`src/rtl/trivium_stream_ctrl_pkg.sv`:
```
// Shared types and widths for the trivium stream controller.
// Holds the controller state encoding and the fixed key/IV/counter widths.
// Also holds a saturating increment helper used by the word counter.
package trivium_ctrl_pkg;

  localparam int KEY_W = 80;
  localparam int IV_W  = 80;
  localparam int CNT_W = 16;

  typedef enum logic [2:0] {
    IDLE       = 3'd0,
    RESET_CORE = 3'd1,
    WAIT_WORD  = 3'd2,
    ADVANCE    = 3'd3,
    DRAIN      = 3'd4,
    ERROR      = 3'd5
  } state_t;

  // Counts up but sticks at all-ones so an endless session never wraps to 0.
  function automatic logic [CNT_W-1:0] sat_inc(input logic [CNT_W-1:0] v);
    return (v == '1) ? v : v + 1'b1;
  endfunction

endpackage

```
`src/rtl/trivium_stream_ctrl_if.sv`:
```
// Keystream output channel: one word per cycle when ks_valid & ks_ready.
// Ports: ks_data (word), ks_valid (word present), ks_ready (sink accepts).
// master = controller side, slave = downstream consumer.
interface trivium_stream_ctrl_if #(
  parameter int DATA_WIDTH = 64
) ();

  logic [DATA_WIDTH-1:0] ks_data;
  logic                  ks_valid;
  logic                  ks_ready;

  modport master (output ks_data, output ks_valid, input ks_ready);
  modport slave  (input ks_data, input ks_valid, output ks_ready);

endinterface

```
`src/rtl/trivium_stream_ctrl_ks_fifo2.sv`:
```
// Two-entry keystream buffer with a registered head word.
// Ports: push/push_dat in, pop/flush in, full/empty/head out. Latency: a pushed
// word is on head one cycle later. Backpressure: full (pre-pop count) blocks push.
module ks_fifo2 #(
  parameter int W = 64
) (
  input  logic         clk,
  input  logic         rst,
  input  logic         push,
  input  logic [W-1:0] push_dat,
  input  logic         pop,
  input  logic         flush,
  output logic         full,
  output logic         empty,
  output logic [W-1:0] head
);

  logic [1:0]   cnt_q, cnt_d;
  logic [W-1:0] head_q, head_d;
  logic [W-1:0] tail_q, tail_d;
  logic         do_pop, do_push;
  logic [1:0]   cnt_after_pop;

  always_comb begin
    cnt_d         = cnt_q;
    head_d        = head_q;
    tail_d        = tail_q;
    do_pop        = pop && (cnt_q != 2'd0);
    // A pop in the same cycle frees the slot, so push into a full buffer is legal then.
    do_push       = push && ((cnt_q != 2'd2) || do_pop);
    cnt_after_pop = cnt_q - {1'b0, do_pop};

    if (flush) begin
      // Head word is left in place so ks_data keeps its last value.
      cnt_d = 2'd0;
    end else begin
      if (do_pop && (cnt_q == 2'd2)) begin
        head_d = tail_q;
      end
      if (do_push) begin
        if (cnt_after_pop == 2'd0) begin
          head_d = push_dat;
        end else begin
          tail_d = push_dat;
        end
      end
      cnt_d = cnt_after_pop + {1'b0, do_push};
    end
  end

  always_ff @(posedge clk or negedge rst) begin
    if (!rst) begin
      cnt_q  <= 2'd0;
      head_q <= '0;
      tail_q <= '0;
    end else begin
      cnt_q  <= cnt_d;
      head_q <= head_d;
      tail_q <= tail_d;
    end
  end

  assign full  = (cnt_q == 2'd2);
  assign empty = (cnt_q == 2'd0);
  assign head  = head_q;

endmodule

```
`src/rtl/trivium_stream_ctrl.sv`:
```
// Sequences a trivium core: latch key/IV, hold core in reset, pull num_blocks words.
// Ports: start/abort/key/iv/num_blocks in; busy/done/err/blk_count out; ks (master
// keystream channel); core_* to the cipher core. Latency: word on ks one cycle after
// capture. Backpressure: 2-entry buffer; when full the FSM stalls and stops advancing.
module trivium_stream_ctrl
  import trivium_ctrl_pkg::*;
#(
  parameter int DATA_WIDTH = 64,
  parameter int RST_CYCLES = 2,
  parameter int TIMEOUT    = 4095
) (
  input  logic                  clk,
  input  logic                  rst,
  input  logic                  start,
  input  logic                  abort,
  input  logic [KEY_W-1:0]      key,
  input  logic [IV_W-1:0]       iv,
  input  logic [CNT_W-1:0]      num_blocks,
  output logic                  busy,
  output logic                  done,
  output logic                  err,
  output logic [CNT_W-1:0]      blk_count,
  trivium_stream_ctrl_if.master ks,
  output logic                  core_rst,
  output logic [KEY_W-1:0]      core_key,
  output logic [IV_W-1:0]       core_iv,
  output logic                  core_next,
  input  logic                  core_end,
  input  logic [DATA_WIDTH-1:0] core_block
);

  localparam int WD_W = $clog2(TIMEOUT + 1);
  localparam int RC_W = (RST_CYCLES > 1) ? $clog2(RST_CYCLES) : 1;
  localparam logic [WD_W-1:0] WD_LAST = WD_W'(TIMEOUT - 1);
  localparam logic [RC_W-1:0] RC_LAST = RC_W'(RST_CYCLES - 1);

  state_t           state_q, state_d;
  logic [RC_W-1:0]  rst_cnt_q, rst_cnt_d;
  logic [WD_W-1:0]  wd_q, wd_d;
  logic [KEY_W-1:0] key_q, key_d;
  logic [IV_W-1:0]  iv_q, iv_d;
  logic [CNT_W-1:0] nblk_q, nblk_d;
  logic [CNT_W-1:0] blk_q, blk_d;
  logic             err_q, err_d;

  logic fifo_push, fifo_flush, fifo_full, fifo_empty, fifo_pop;
  logic next_o, done_o;

  always_comb begin
    state_d    = state_q;
    rst_cnt_d  = rst_cnt_q;
    wd_d       = wd_q;
    key_d      = key_q;
    iv_d       = iv_q;
    nblk_d     = nblk_q;
    blk_d      = blk_q;
    err_d      = err_q;
    fifo_push  = 1'b0;
    fifo_flush = 1'b0;
    next_o     = 1'b0;
    done_o     = 1'b0;

    case (state_q)
      IDLE: begin
        if (start && !abort) begin
          key_d     = key;
          iv_d      = iv;
          nblk_d    = num_blocks;
          blk_d     = '0;
          err_d     = 1'b0;
          rst_cnt_d = '0;
          state_d   = RESET_CORE;
        end
      end
      RESET_CORE: begin
        if (rst_cnt_q == RC_LAST) begin
          wd_d    = '0;
          state_d = WAIT_WORD;
        end else begin
          rst_cnt_d = rst_cnt_q + 1'b1;
        end
      end
      WAIT_WORD: begin
        if (core_end) begin
          // Word ready but buffer full: hold here with the watchdog frozen.
          if (!fifo_full) begin
            fifo_push = 1'b1;
            blk_d     = sat_inc(blk_q);
            state_d   = ADVANCE;
          end
        end else if (wd_q == WD_LAST) begin
          err_d      = 1'b1;
          fifo_flush = 1'b1;
          state_d    = ERROR;
        end else begin
          wd_d = wd_q + 1'b1;
        end
      end
      ADVANCE: begin
        // core_end is still high from the word just taken; it is not looked at here.
        if ((nblk_q != '0) && (blk_q == nblk_q)) begin
          state_d = DRAIN;
        end else begin
          next_o  = 1'b1;
          wd_d    = '0;
          state_d = WAIT_WORD;
        end
      end
      DRAIN: begin
        if (fifo_empty) begin
          done_o  = 1'b1;
          state_d = IDLE;
        end
      end
      ERROR: begin
        fifo_flush = 1'b1;
        state_d    = IDLE;
      end
      default: state_d = IDLE;
    endcase

    // Abort dominates everything the state logic decided this cycle.
    if (abort && (state_q != IDLE)) begin
      state_d    = IDLE;
      fifo_flush = 1'b1;
      fifo_push  = 1'b0;
      blk_d      = blk_q;
      err_d      = err_q;
      next_o     = 1'b0;
      done_o     = 1'b0;
    end
  end

  always_ff @(posedge clk or negedge rst) begin
    if (!rst) begin
      state_q   <= IDLE;
      rst_cnt_q <= '0;
      wd_q      <= '0;
      key_q     <= '0;
      iv_q      <= '0;
      nblk_q    <= '0;
      blk_q     <= '0;
      err_q     <= 1'b0;
    end else begin
      state_q   <= state_d;
      rst_cnt_q <= rst_cnt_d;
      wd_q      <= wd_d;
      key_q     <= key_d;
      iv_q      <= iv_d;
      nblk_q    <= nblk_d;
      blk_q     <= blk_d;
      err_q     <= err_d;
    end
  end

  ks_fifo2 #(.W(DATA_WIDTH)) u_fifo (
    .clk      (clk),
    .rst      (rst),
    .push     (fifo_push),
    .push_dat (core_block),
    .pop      (fifo_pop),
    .flush    (fifo_flush),
    .full     (fifo_full),
    .empty    (fifo_empty),
    .head     (ks.ks_data)
  );

  assign ks.ks_valid = !fifo_empty;
  assign fifo_pop    = !fifo_empty && ks.ks_ready;

  assign busy      = state_q inside {RESET_CORE, WAIT_WORD, ADVANCE, DRAIN};
  assign core_rst  = state_q inside {IDLE, RESET_CORE, ERROR};
  assign done      = done_o;
  assign err       = err_q;
  assign blk_count = blk_q;
  assign core_key  = key_q;
  assign core_iv   = iv_q;
  assign core_next = next_o;

endmodule

```
`src/flat_wrapper.sv`:
```
// flat-port wrapper written by rule: the top's interface ports become plain ports
module trivium_stream_ctrl_flat import trivium_ctrl_pkg::*;
#(
  parameter int DATA_WIDTH = 64,
  parameter int RST_CYCLES = 2,
  parameter int TIMEOUT    = 4095
)
  (clk, rst, start, abort, key, iv, num_blocks, busy, done, err, blk_count, core_rst, core_key, core_iv, core_next, core_end, core_block, ks_ks_data, ks_ks_valid, ks_ks_ready);
  trivium_stream_ctrl_if #(.DATA_WIDTH(DATA_WIDTH)) ks_i ();
  input  logic clk;
  input  logic rst;
  input  logic start;
  input  logic abort;
  input  logic [KEY_W-1:0] key;
  input  logic [IV_W-1:0] iv;
  input  logic [CNT_W-1:0] num_blocks;
  output logic busy;
  output logic done;
  output logic err;
  output logic [CNT_W-1:0] blk_count;
  output logic core_rst;
  output logic [KEY_W-1:0] core_key;
  output logic [IV_W-1:0] core_iv;
  output logic core_next;
  input  logic core_end;
  input  logic [DATA_WIDTH-1:0] core_block;
  output wire logic [$bits(ks_i.ks_data)-1:0] ks_ks_data;
  output wire logic [$bits(ks_i.ks_valid)-1:0] ks_ks_valid;
  input wire logic [$bits(ks_i.ks_ready)-1:0] ks_ks_ready;
  assign ks_ks_data = ks_i.ks_data;
  assign ks_ks_valid = ks_i.ks_valid;
  assign ks_i.ks_ready = ks_ks_ready;
  trivium_stream_ctrl #(.DATA_WIDTH(DATA_WIDTH), .RST_CYCLES(RST_CYCLES), .TIMEOUT(TIMEOUT)) u_core (.clk(clk), .rst(rst), .start(start), .abort(abort), .key(key), .iv(iv), .num_blocks(num_blocks), .busy(busy), .done(done), .err(err), .blk_count(blk_count), .ks(ks_i), .core_rst(core_rst), .core_key(core_key), .core_iv(core_iv), .core_next(core_next), .core_end(core_end), .core_block(core_block));
endmodule
```
`config.mk`:
```
export PLATFORM = sky130hd
export DESIGN_NAME = trivium_stream_ctrl_flat
export DESIGN_NICKNAME = d
export VERILOG_FILES = /design/src/rtl/trivium_stream_ctrl_pkg.sv /design/src/rtl/trivium_stream_ctrl_if.sv /design/src/rtl/trivium_stream_ctrl_ks_fifo2.sv /design/src/rtl/trivium_stream_ctrl.sv /design/src/flat_wrapper.sv
export SDC_FILE = /design/constraint.sdc
export NUM_CORES = 1
export LEC_CHECK = 0
export BUFFER_PORTS_ARGS = -buffer_cell sky130_fd_sc_hd__buf_2
export CAP_MARGIN = 10
export CORE_MARGIN = 1.5
export CORE_UTILIZATION = 40
export DETAILED_ROUTE_END_ITERATION = 10
export GPL_TIMING_DRIVEN = 0
export PLACE_DENSITY = 0.74
export SYNTH_ARGS = -nofsm -noshare
export SYNTH_HDL_FRONTEND = slang
export SYNTH_SLANG_ARGS = --single-unit
export TNS_END_PERCENT = 5
```
`constraint.sdc`:
```
create_clock -name clk -period 8.2 [get_ports clk]
set_clock_uncertainty 0.2 [all_clocks]
set_input_delay 1.23 -clock clk [delete_from_list [all_inputs] [get_ports clk]]
set_output_delay 1.23 -clock clk [all_outputs]
set_load 0.01 [all_outputs]
```
==> qor.yml, run 1 <==
power:
  vdd_drop_max_v: 0.000214
  p_leak_nw: 8.73
  powerDensity_mw_per_mm2: 415
detailed_routing:
  wl_per_cell_um: 19.5
  antenna_left: 0
  drc: 0
  drt_wl_total_um: 39600
  drtIter0Drc: 407
  first_pass_iters: 5
  vias: 10629
  drt-vias-per-instance: 5.23
global_route:
  overflow: 0
  grt_max_degree: 125
  antenna_found_initial: 10
  grt_usage_pct: 21.3
  grt_pass1_vias: 10881
  grt_pass1_wl_um: 60700
setup_path:
  cp_max_fo: 10
  crit_path_end_kind: "primary output"
  crit_type: "reg2out"
  cp.required_ns: 6.77
  cp_data_arrival_time_ns: 2.36
  start_kind: "flip-flop"
  rr_startpoint: "u_core.u_fifo.cnt_q[1]"
  timing.rr.end: "u_core.u_fifo.tail_q[7]"
  ff2ff_path_depth: 10
  r2r_setup_slack_ns: 4.82
floorplan:
  num_rows: 68
  die_w_um: 191
  core_mm2: 0.0346
  die_height_um: 191
  dieArea_mm2: 0.0364
  io_pins: 492
  start_util_pct: 40.8
timing:
  rsz0062_at_grt: "no"
  slew_violations: 0
  period_minus_slack_ns: 3.79
  fmaxAchievable_mhz: 264
  setup_tns_ns: 0
  setup_slack_ns: 4.41
  setup_viol: 0
  relSlewSlack_pct: 33.2
  finalHoldViolations: 0
  period_share_pct: 46.2
  worstMarginPinSlew_ns: 1.00
clocking:
  clk_latency_ns: 0.53
  cts_root_buf: "clkbuf_16"
  cts_buffers: 38
  htree_num_levels: 2
  tritoncts: "done"
  clock_path_buffers: 3
  cts_resized: 0
  clkTransAtPathRegs_ns: 0.06
  clock-sinks: 339
  ctsHoldBuffers: 0
  post_cts_buffers: 0
min_path:
  min_from: "u_core.core_key[34]"
  hold_depth: 1
  hp-class: "reg2reg"
  hold_end: "u_core.core_key[34]"
layout:
  layout_common_cells: "buf_2, dfrtp_1, mux2_1, o22ai_1, a2bb2oi_1"
  syn2layout_area_growth_pct: 31.6
  final_common_cell: "buf_2"
  layout.cells.non_filler: 2034
  drive_above_1_share_pct: 41.7
  nets: 1798
  design_area_mm2: 0.0186
  final_core_util_pct: 53.6
yosys:
  synth_seq_cells: 339
  synth_nets: 1265
  syn_inst: 1014
  synth_area_mm2: 0.0141
  yosysSeqAreaShare_pct: 60.1
  ys_warn_count: 0
  syn_area_per_cell_um2: 13.9
  synth-async-reset-ratio_pct: 100
  ys_types: 54
  synth-edff-count: 0
  ys.flop_type: "dfrtp_1"
placed_design:
  gp_congestion: 0.839
  io_buffers: 491
  placed_cell_area_mm2: 0.0172
  dp_cells: 1962
  dpl_worst_slack_ns: 4.26
  hpwl_um: 29600
flow_run:
  drv_cap: 0
outcome:
  status: "finished clean"
==> report_power, final <==
| part | switching (mW) | leakage, nW | total [mW] | internal, mW |
|---|---|---|---|---|
| Clock | 0.697 | 0.661 | 1.82 | 1.12 |
| Sequential | 0.442 | 4.07 | 2.92 | 2.48 |
| Combinational | 1.49 | 3.99 | 2.96 | 1.47 |
==> how the worst max path moves through the flow <==
stage,start,cells past startpoint,endpoint,slack [ns]
global placement,rst,1,u_core.core_iv[25],-0.68
detailed placement,ks_ks_ready,8,u_core.u_fifo.tail_q[0],4.26
floorplan,abort,2,done,4.85
CTS,u_core.blk_count[9],6,core_next,4.42
global route,u_core.state_q[1],6,core_next,4.26
finish,u_core.state_q[1],6,core_next,4.41
==> state kept, by name, indices dropped and copies added, names as in the netlist, 3 cells and up <==
signal / count
u_core.blk_count: 16
u_core.nblk_q: 16
u_core.u_fifo.tail_q: 64
u_core.core_iv: 80
u_core.state_q: 3
u_core.u_fifo.head: 64
u_core.wd_q: 12
u_core.core_key: 80
==> per-stage QoR <==
stage	hold slack, ns	total power [mW]
after global placement	0.262	5.81
final	0.279	7.71
after floorplan	0.243	4.73
after global routing	0.296	8.18
after detailed placement	0.269	5.94
after CTS	0.283	7.79
==> worst max-delay path: stages (launching register included) <==
cell	delay, ns
dfrtp_1	0.46
clkbuf_1	0.36
inv_1	0.13
nor3_1	0.49
nand2b_1	0.10
a21oi_1	0.12
buf_2	0.17
==> cell families (layout without fill, tap and decap cells) <==
family	after synthesis	after routing	synth area share, %
AOI/OAI and AO/OA	200	200	9.89
xor gates and xnor gates	25	25	1.55
adders and majority gates	5	5	0.443
buffers and inverters	74	634	3.35
DFF	339	339	60.1
muxes	242	242	19.3
other	0	5	0
and+or+nand+nor	129	129	5.35
==> layer usage <==
metal	global-route usage, %	share of wire [%]
met1	24.2	37
met2	38.0	52
met3	5.93	7.7
met4	7.72	3.1
met5	0	0.061
==> cells in the mapped netlist, drive strengths merged, types with 5 or more instances <==
master | instances | area (um2)
mux2 | 242 | 2730
xnor2 | 15 | 131
nand4 | 13 | 81.3
nor3 | 10 | 55.1
o22ai | 68 | 425
and2 | 6 | 37.5
nand3 | 8 | 40.0
o21ai | 20 | 100
a2bb2oi | 65 | 569
ha | 5 | 62.6
and4 | 5 | 43.8
nor2 | 29 | 109
inv | 9 | 33.8
a21oi | 23 | 115
nand2 | 13 | 48.8
buf | 38 | 338
nor4 | 9 | 56.3
dfrtp | 339 | 8480
clkbuf | 27 | 101
or3 | 8 | 50.1
a31oi | 7 | 43.8
xor2 | 10 | 87.6
==> cell type report <==
cell class,count,area (um2)
Tap cell,455,569
Clock buffer,46,1030
Fill cell,3042,16100
Sequential cell,339,8480
Buffer,65,439
Clock inverter,21,318
Timing Repair Buffer,493,2520
Multi-Input combinational cell,601,5160
Inverter,9,33.8
Antenna cell,5,12.5
(Power assumes the default switching activity.)
==> inputs of run 2 (changes only) <==
Settings changed: PLACE_DENSITY 0.74 to 0.77.
Clock period 8.2 ns to 3.4 ns, I/O delays scaled along.
==> run 2 against run 1 <==
Worst hold slack worse by 0.26 ns. Non-clock buffer count is 116 higher. Via count is 4.6% higher. Critical path depth stayed put. Combinational power grew to 2.5 times the previous value. Cell count is 5.7% higher. Clock-buffer cell count is 7 higher. Core utilization is 3.4 points higher.
==> qor.yml, run 2 (synthesis results as in run 1) <==
min_path:
  min_from: "num_blocks[9]"
  hold_depth: 2
  hold_end: "u_core.nblk_q[9]"
  hp-class: "in2reg"
global_route:
  grt_pass1_wl_um: 64900
  grt_usage_pct: 22.9
  grt_max_degree: 115
  grt_pass1_vias: 11779
  antenna_found_initial: 9
  overflow: 0
detailed_routing:
  first_pass_iters: 4
  drtIter0Drc: 377
  wl_per_cell_um: 19.8
  drc: 0
  drt-vias-per-instance: 5.17
  vias: 11114
  antenna_left: 0
  drt_wl_total_um: 42500
power:
  powerDensity_mw_per_mm2: 954
  vdd_drop_max_v: 0.000710
  p_leak_nw: 9.21
setup_path:
  crit_path_end_kind: "primary output"
  crit_path_start: "u_core.state_q[1]"
  worstPathCellList: "clkbuf_1, inv_1, nor3_1, nand2b_1, a21oi_1, buf_2"
  r2r_setup_slack_ns: 0.25
  start_kind: "flip-flop"
  cp_max_fo: 10
  critPathSlowestCell: "nor3_1"
  rr_startpoint: "u_core.u_fifo.cnt_q[1]"
  cp_data_arrival_time_ns: 2.48
  cp.required_ns: 2.69
  timing.rr.end: "u_core.u_fifo.head[47]"
  crit_type: "reg2out"
  ff2ff_path_depth: 11
  critPathMaxStageDelay_ns: 0.48
clocking:
  cts_root_buf: "clkbuf_16"
  htree_num_levels: 2
  tritoncts: "done"
  clock_path_buffers: 3
  clock-sinks: 339
  clkTransAtPathRegs_ns: 0.06
  clk_latency_ns: 0.52
  cts_buffers: 37
placed_design:
  io_buffers: 491
  dpl_worst_slack_ns: -0.194
  gp_congestion: 0.854
  hpwl_um: 30300
timing:
  setup_slack_ns: 0.210
  setup_tns_ns: 0
  period_share_pct: 93.8
  relSlewSlack_pct: 40.7
  period_minus_slack_ns: 3.19
  rsz0062_at_grt: "no"
  fmaxAchievable_mhz: 313
  finalHoldViolations: 0
  setup_viol: 0
  slew_violations: 0
  worstMarginPinSlew_ns: 0.883
floorplan:
  dieArea_mm2: 0.0364
  core_mm2: 0.0346
  num_rows: 68
  io_pins: 492
  die_height_um: 191
  start_util_pct: 40.8
  die_w_um: 191
flow_run:
  drv_cap: 0
outcome:
  status: "finished clean"
layout:
  nets: 1913
  drive_above_1_share_pct: 38.8
  syn2layout_area_growth_pct: 40.0
  final_core_util_pct: 57.0
  layout_common_cells: "buf_2, dfrtp_1, mux2_1, dlygate4sd3_1, o22ai_1"
  final_common_cell: "buf_2"
run 2: cell types whose count changed in the layout (fill, tap and decap cells not counted), sizes merged:
cell,previous run,this run
inv,13,11
dlygate4sd3,0,114
clkinv,8,4
clkinvlp,2,1
buf,531,533
clkbuf,73,80
diode,5,6
bufinv,7,6
run 2: final cells by class:
class	instances	area (um2)
fillers	2835	14900
multi-input cells	601	5170
flip-flops and latches	339	8480
clock inverters	13	236
inverters	9	33.8
well taps	455	569
diodes	6	15.0
plain buffers	65	439
repair buffers	609	3710
clock buffers	53	1100
run 2: power breakdown:
part	total (mW)	switching (mW)	leakage, nW	internal, mW
Combinational	7.43	3.79	4.49	3.64
Sequential	7.06	1.07	4.07	5.99
Clock	4.35	1.64	0.650	2.72
run 2: per-layer routing:
metal | up-vias | GRT usage, % | wire length (um) | share of wire [%]
li1 | 5068 | - | - | -
met2 | 459 | 41.3 | 22300 | 52
met3 | 97 | 7.14 | 3680 | 8.6
met4 | 6 | 10.2 | 1510 | 3.5
met5 | - | 0 | 37 | 0.087
met1 | 5484 | 24.4 | 15000 | 35
run 2: what timing repair did:
action                     CTS  global route
setup endpoints to repair   60           119
buffers inserted             0             1
pin swaps                    1             1
hold buffers               114             0
hold endpoints to repair   150             0
gates resized for setup      1             1
run 2: stage by stage:
| step | power, mW | cell area (um2) | cells | hold slack (ns) |
|---|---|---|---|---|
| floorplan | 11.4 | 14100 | 1014 | 0.0144 |
| global placement | 14.1 | 17100 | 1960 | 0.262 |
| detailed placement | 14.4 | 17200 | 1963 | 0.215 |
| CTS | 19.0 | 19700 | 2143 | 0.000142 |
| global route | 20.0 | 19800 | 2149 | 0.000683 |
| finish | 18.8 | 19800 | 2150 | 0.0151 |
run 2: how the worst max path moves through the flow:
stage          slack [ns]                  endpoint  depth (start not counted)
3_5_place_dp        -0.19   u_core.u_fifo.tail_q[3]                         10
6_report             0.21                 core_next                          6
2_1_floorplan        0.62   u_core.u_fifo.tail_q[0]                         10
4_1_cts              0.03  u_core.u_fifo.tail_q[47]                         10
3_3_place_gp        -4.67        u_core.core_iv[40]                          1
5_1_grt              0.02                 core_next                          6
run 2: worst max-delay path: cells and delay by family (launching register included):
family | cells | cell delay, ns
simple gates | 2 | 0.59
buf+inv | 3 | 0.66
flops | 1 | 0.43
compound gates | 1 | 0.29
==> inputs of run 3 (changes only) <==
Clock period 3.4 ns to 2.7 ns, I/O delays scaled along.
==> run 3 against run 2 <==
The run now ends with negative setup slack left. Critical path type is now reg2reg. Highest routed layer is now met4. Sequential power grew 29%. Die area unchanged. Cell count grew 6.4%. Setup slack lost 0.26 ns. Critical path depth is 4 higher. Cell area rose by 7.4%. First-iteration DRC count is 27% higher. Core utilization up 4.2 points. Worst hold slack better by 0.081 ns. Largest cell class unchanged.
==> qor.yml, run 3 (synthesis results as in run 1) <==
placed_design:
  io_buffers: 491
  dp_cells: 1963
  gp_congestion: 0.845
  hpwl_um: 29300
  dpl_worst_slack_ns: -0.528
power:
  vdd_drop_max_v: 0.000869
  finalPower_mw: 24.0
  p_leak_nw: 9.80
  powerDensity_mw_per_mm2: 1130
timing:
  worstMarginPinSlew_ns: 0.686
  period_share_pct: 102
  fmaxAchievable_mhz: 363
  relSlewSlack_pct: 54.0
  hold_ws_ns: 0.0963
  finalHoldViolations: 0
  slew_violations: 0
  setup_viol: 1
  period_minus_slack_ns: 2.75
  rsz0062_at_grt: "yes"
  setup_slack_ns: -0.0521
setup_path:
  cp.required_ns: 2.86
  start_kind: "flip-flop"
  worstPathCellList: "nor2_4, inv_1, and2_1, ha_2, inv_1, or3b_4, buf_6, clkbuf_4, o22ai_1, a2bb2oi_1"
  worst_path_most_repeated_cell: "inv_1"
  rr_startpoint: "u_core.u_fifo.cnt_q[0]"
  timing.rr.end: "u_core.u_fifo.head[41]"
  ff2ff_path_depth: 10
  critPathSlowestCell: "dfrtp_2"
  crit_path_start: "u_core.u_fifo.cnt_q[0]"
  critPathMaxStageDelay_ns: 0.44
  path_delay_family: "simple AND/OR/NAND/NOR gates"
  r2r_setup_slack_ns: -0.05
  cp_max_fo: 10
  cp_data_arrival_time_ns: 2.91
  crit_type: "reg2reg"
  crit_path_end_kind: "flip-flop"
  path_buf_inv: 4
detailed_routing:
  drt_wl_total_um: 46200
  drc: 0
  drt-vias-per-instance: 5.26
  first_pass_iters: 5
  wl_per_cell_um: 20.2
  antenna_left: 0
  drtIter0Drc: 478
  vias: 12032
flow_run:
  drv_cap: 0
min_path:
  min_from: "start"
  hp-class: "in2reg"
  hold_end: "u_core.err"
  hold_depth: 5
layout:
  final_core_util_pct: 61.2
  layout.cells.non_filler: 2287
  drive_above_1_share_pct: 38.4
  nets: 2051
  layout_common_cells: "buf_2, dfrtp_1, dlygate4sd3_1, mux2_1, o22ai_1"
  syn2layout_area_growth_pct: 50.3
  final_common_cell: "buf_2"
clocking:
  clkTransAtPathRegs_ns: 0.07
  cts_root_buf: "clkbuf_16"
  cts_buffers: 37
  clk_latency_ns: 0.52
  clock_path_buffers: 3
  htree_num_levels: 2
  clock-sinks: 339
  tritoncts: "done"
floorplan:
  core_mm2: 0.0346
  io_pins: 492
  dieArea_mm2: 0.0364
  die_height_um: 191
  start_util_pct: 40.8
  die_w_um: 191
  num_rows: 68
global_route:
  antenna_found_initial: 7
  grt_max_degree: 116
  grt_pass1_wl_um: 69400
  grt_pass1_vias: 12866
  overflow: 0
  grt_usage_pct: 24.3
outcome:
  violations: "negative setup slack"
  status: "complete, but fails checks"
## run 3: per-layer routing
metal,vias up,global-route usage (%),routed length [um]
met4,0,12.1,2120
li1,5355,-,-
met2,538,44.6,24200
met5,-,0,0
met3,123,5.78,3460
met1,6016,25.8,16400
## run 3: tightest hold or removal path: cells and delay by family
kind                   cells  cell delay [ns]
buffers and inverters      1             0.12
AO/OA/AOI/OAI              1             0.07
AND/OR/NAND/NOR            3             0.18
## run 3: how the worst max path moves through the flow
stage,to,cells past startpoint
2_1_floorplan,u_core.u_fifo.tail_q[0],10
4_1_cts,u_core.u_fifo.head[22],10
3_3_place_gp,u_core.core_iv[49],1
6_report,u_core.u_fifo.head[41],10
3_5_place_dp,u_core.u_fifo.tail_q[33],10
5_1_grt,core_next,6
## run 3: final cells by class
class                           instances  area (um2)
Clock buffer                           51        1070
Buffer                                 63         487
Timing Repair Buffer                  749        5110
Multi-Input combinational cell        601        5290
Tap cell                              455         569
Antenna cell                            7        17.5
Clock inverter                         13         134
Fill cell                            2525       13400
Inverter                                9        33.8
Sequential cell                       339        8490
## run 3: per-stage QoR
stage / cell area (um2) / TNS (ns)
final: 21200 / -0.0521
after global routing: 21200 / -1.86
after CTS: 20900 / 0
after detailed placement: 17200 / -54.89
after global placement: 17100 / -1809.54
after floorplan: 14100 / 0
## run 3: power by group
part	internal (mW)	switching, mW
combinational	4.91	4.97
sequential	7.55	1.53
clock	2.98	2.09
total	15.4	8.59
## run 3: timing repair
| action | CTS | global route |
|---|---|---|
| endpoints found under the setup margin | 129 | 93 |
| pin swaps | 2 | 2 |
| gates resized for setup | 22 | 40 |
| hold endpoints to repair | 493 | 0 |
| hold buffers | 241 | 0 |
| buffers inserted | 3 | 11 |
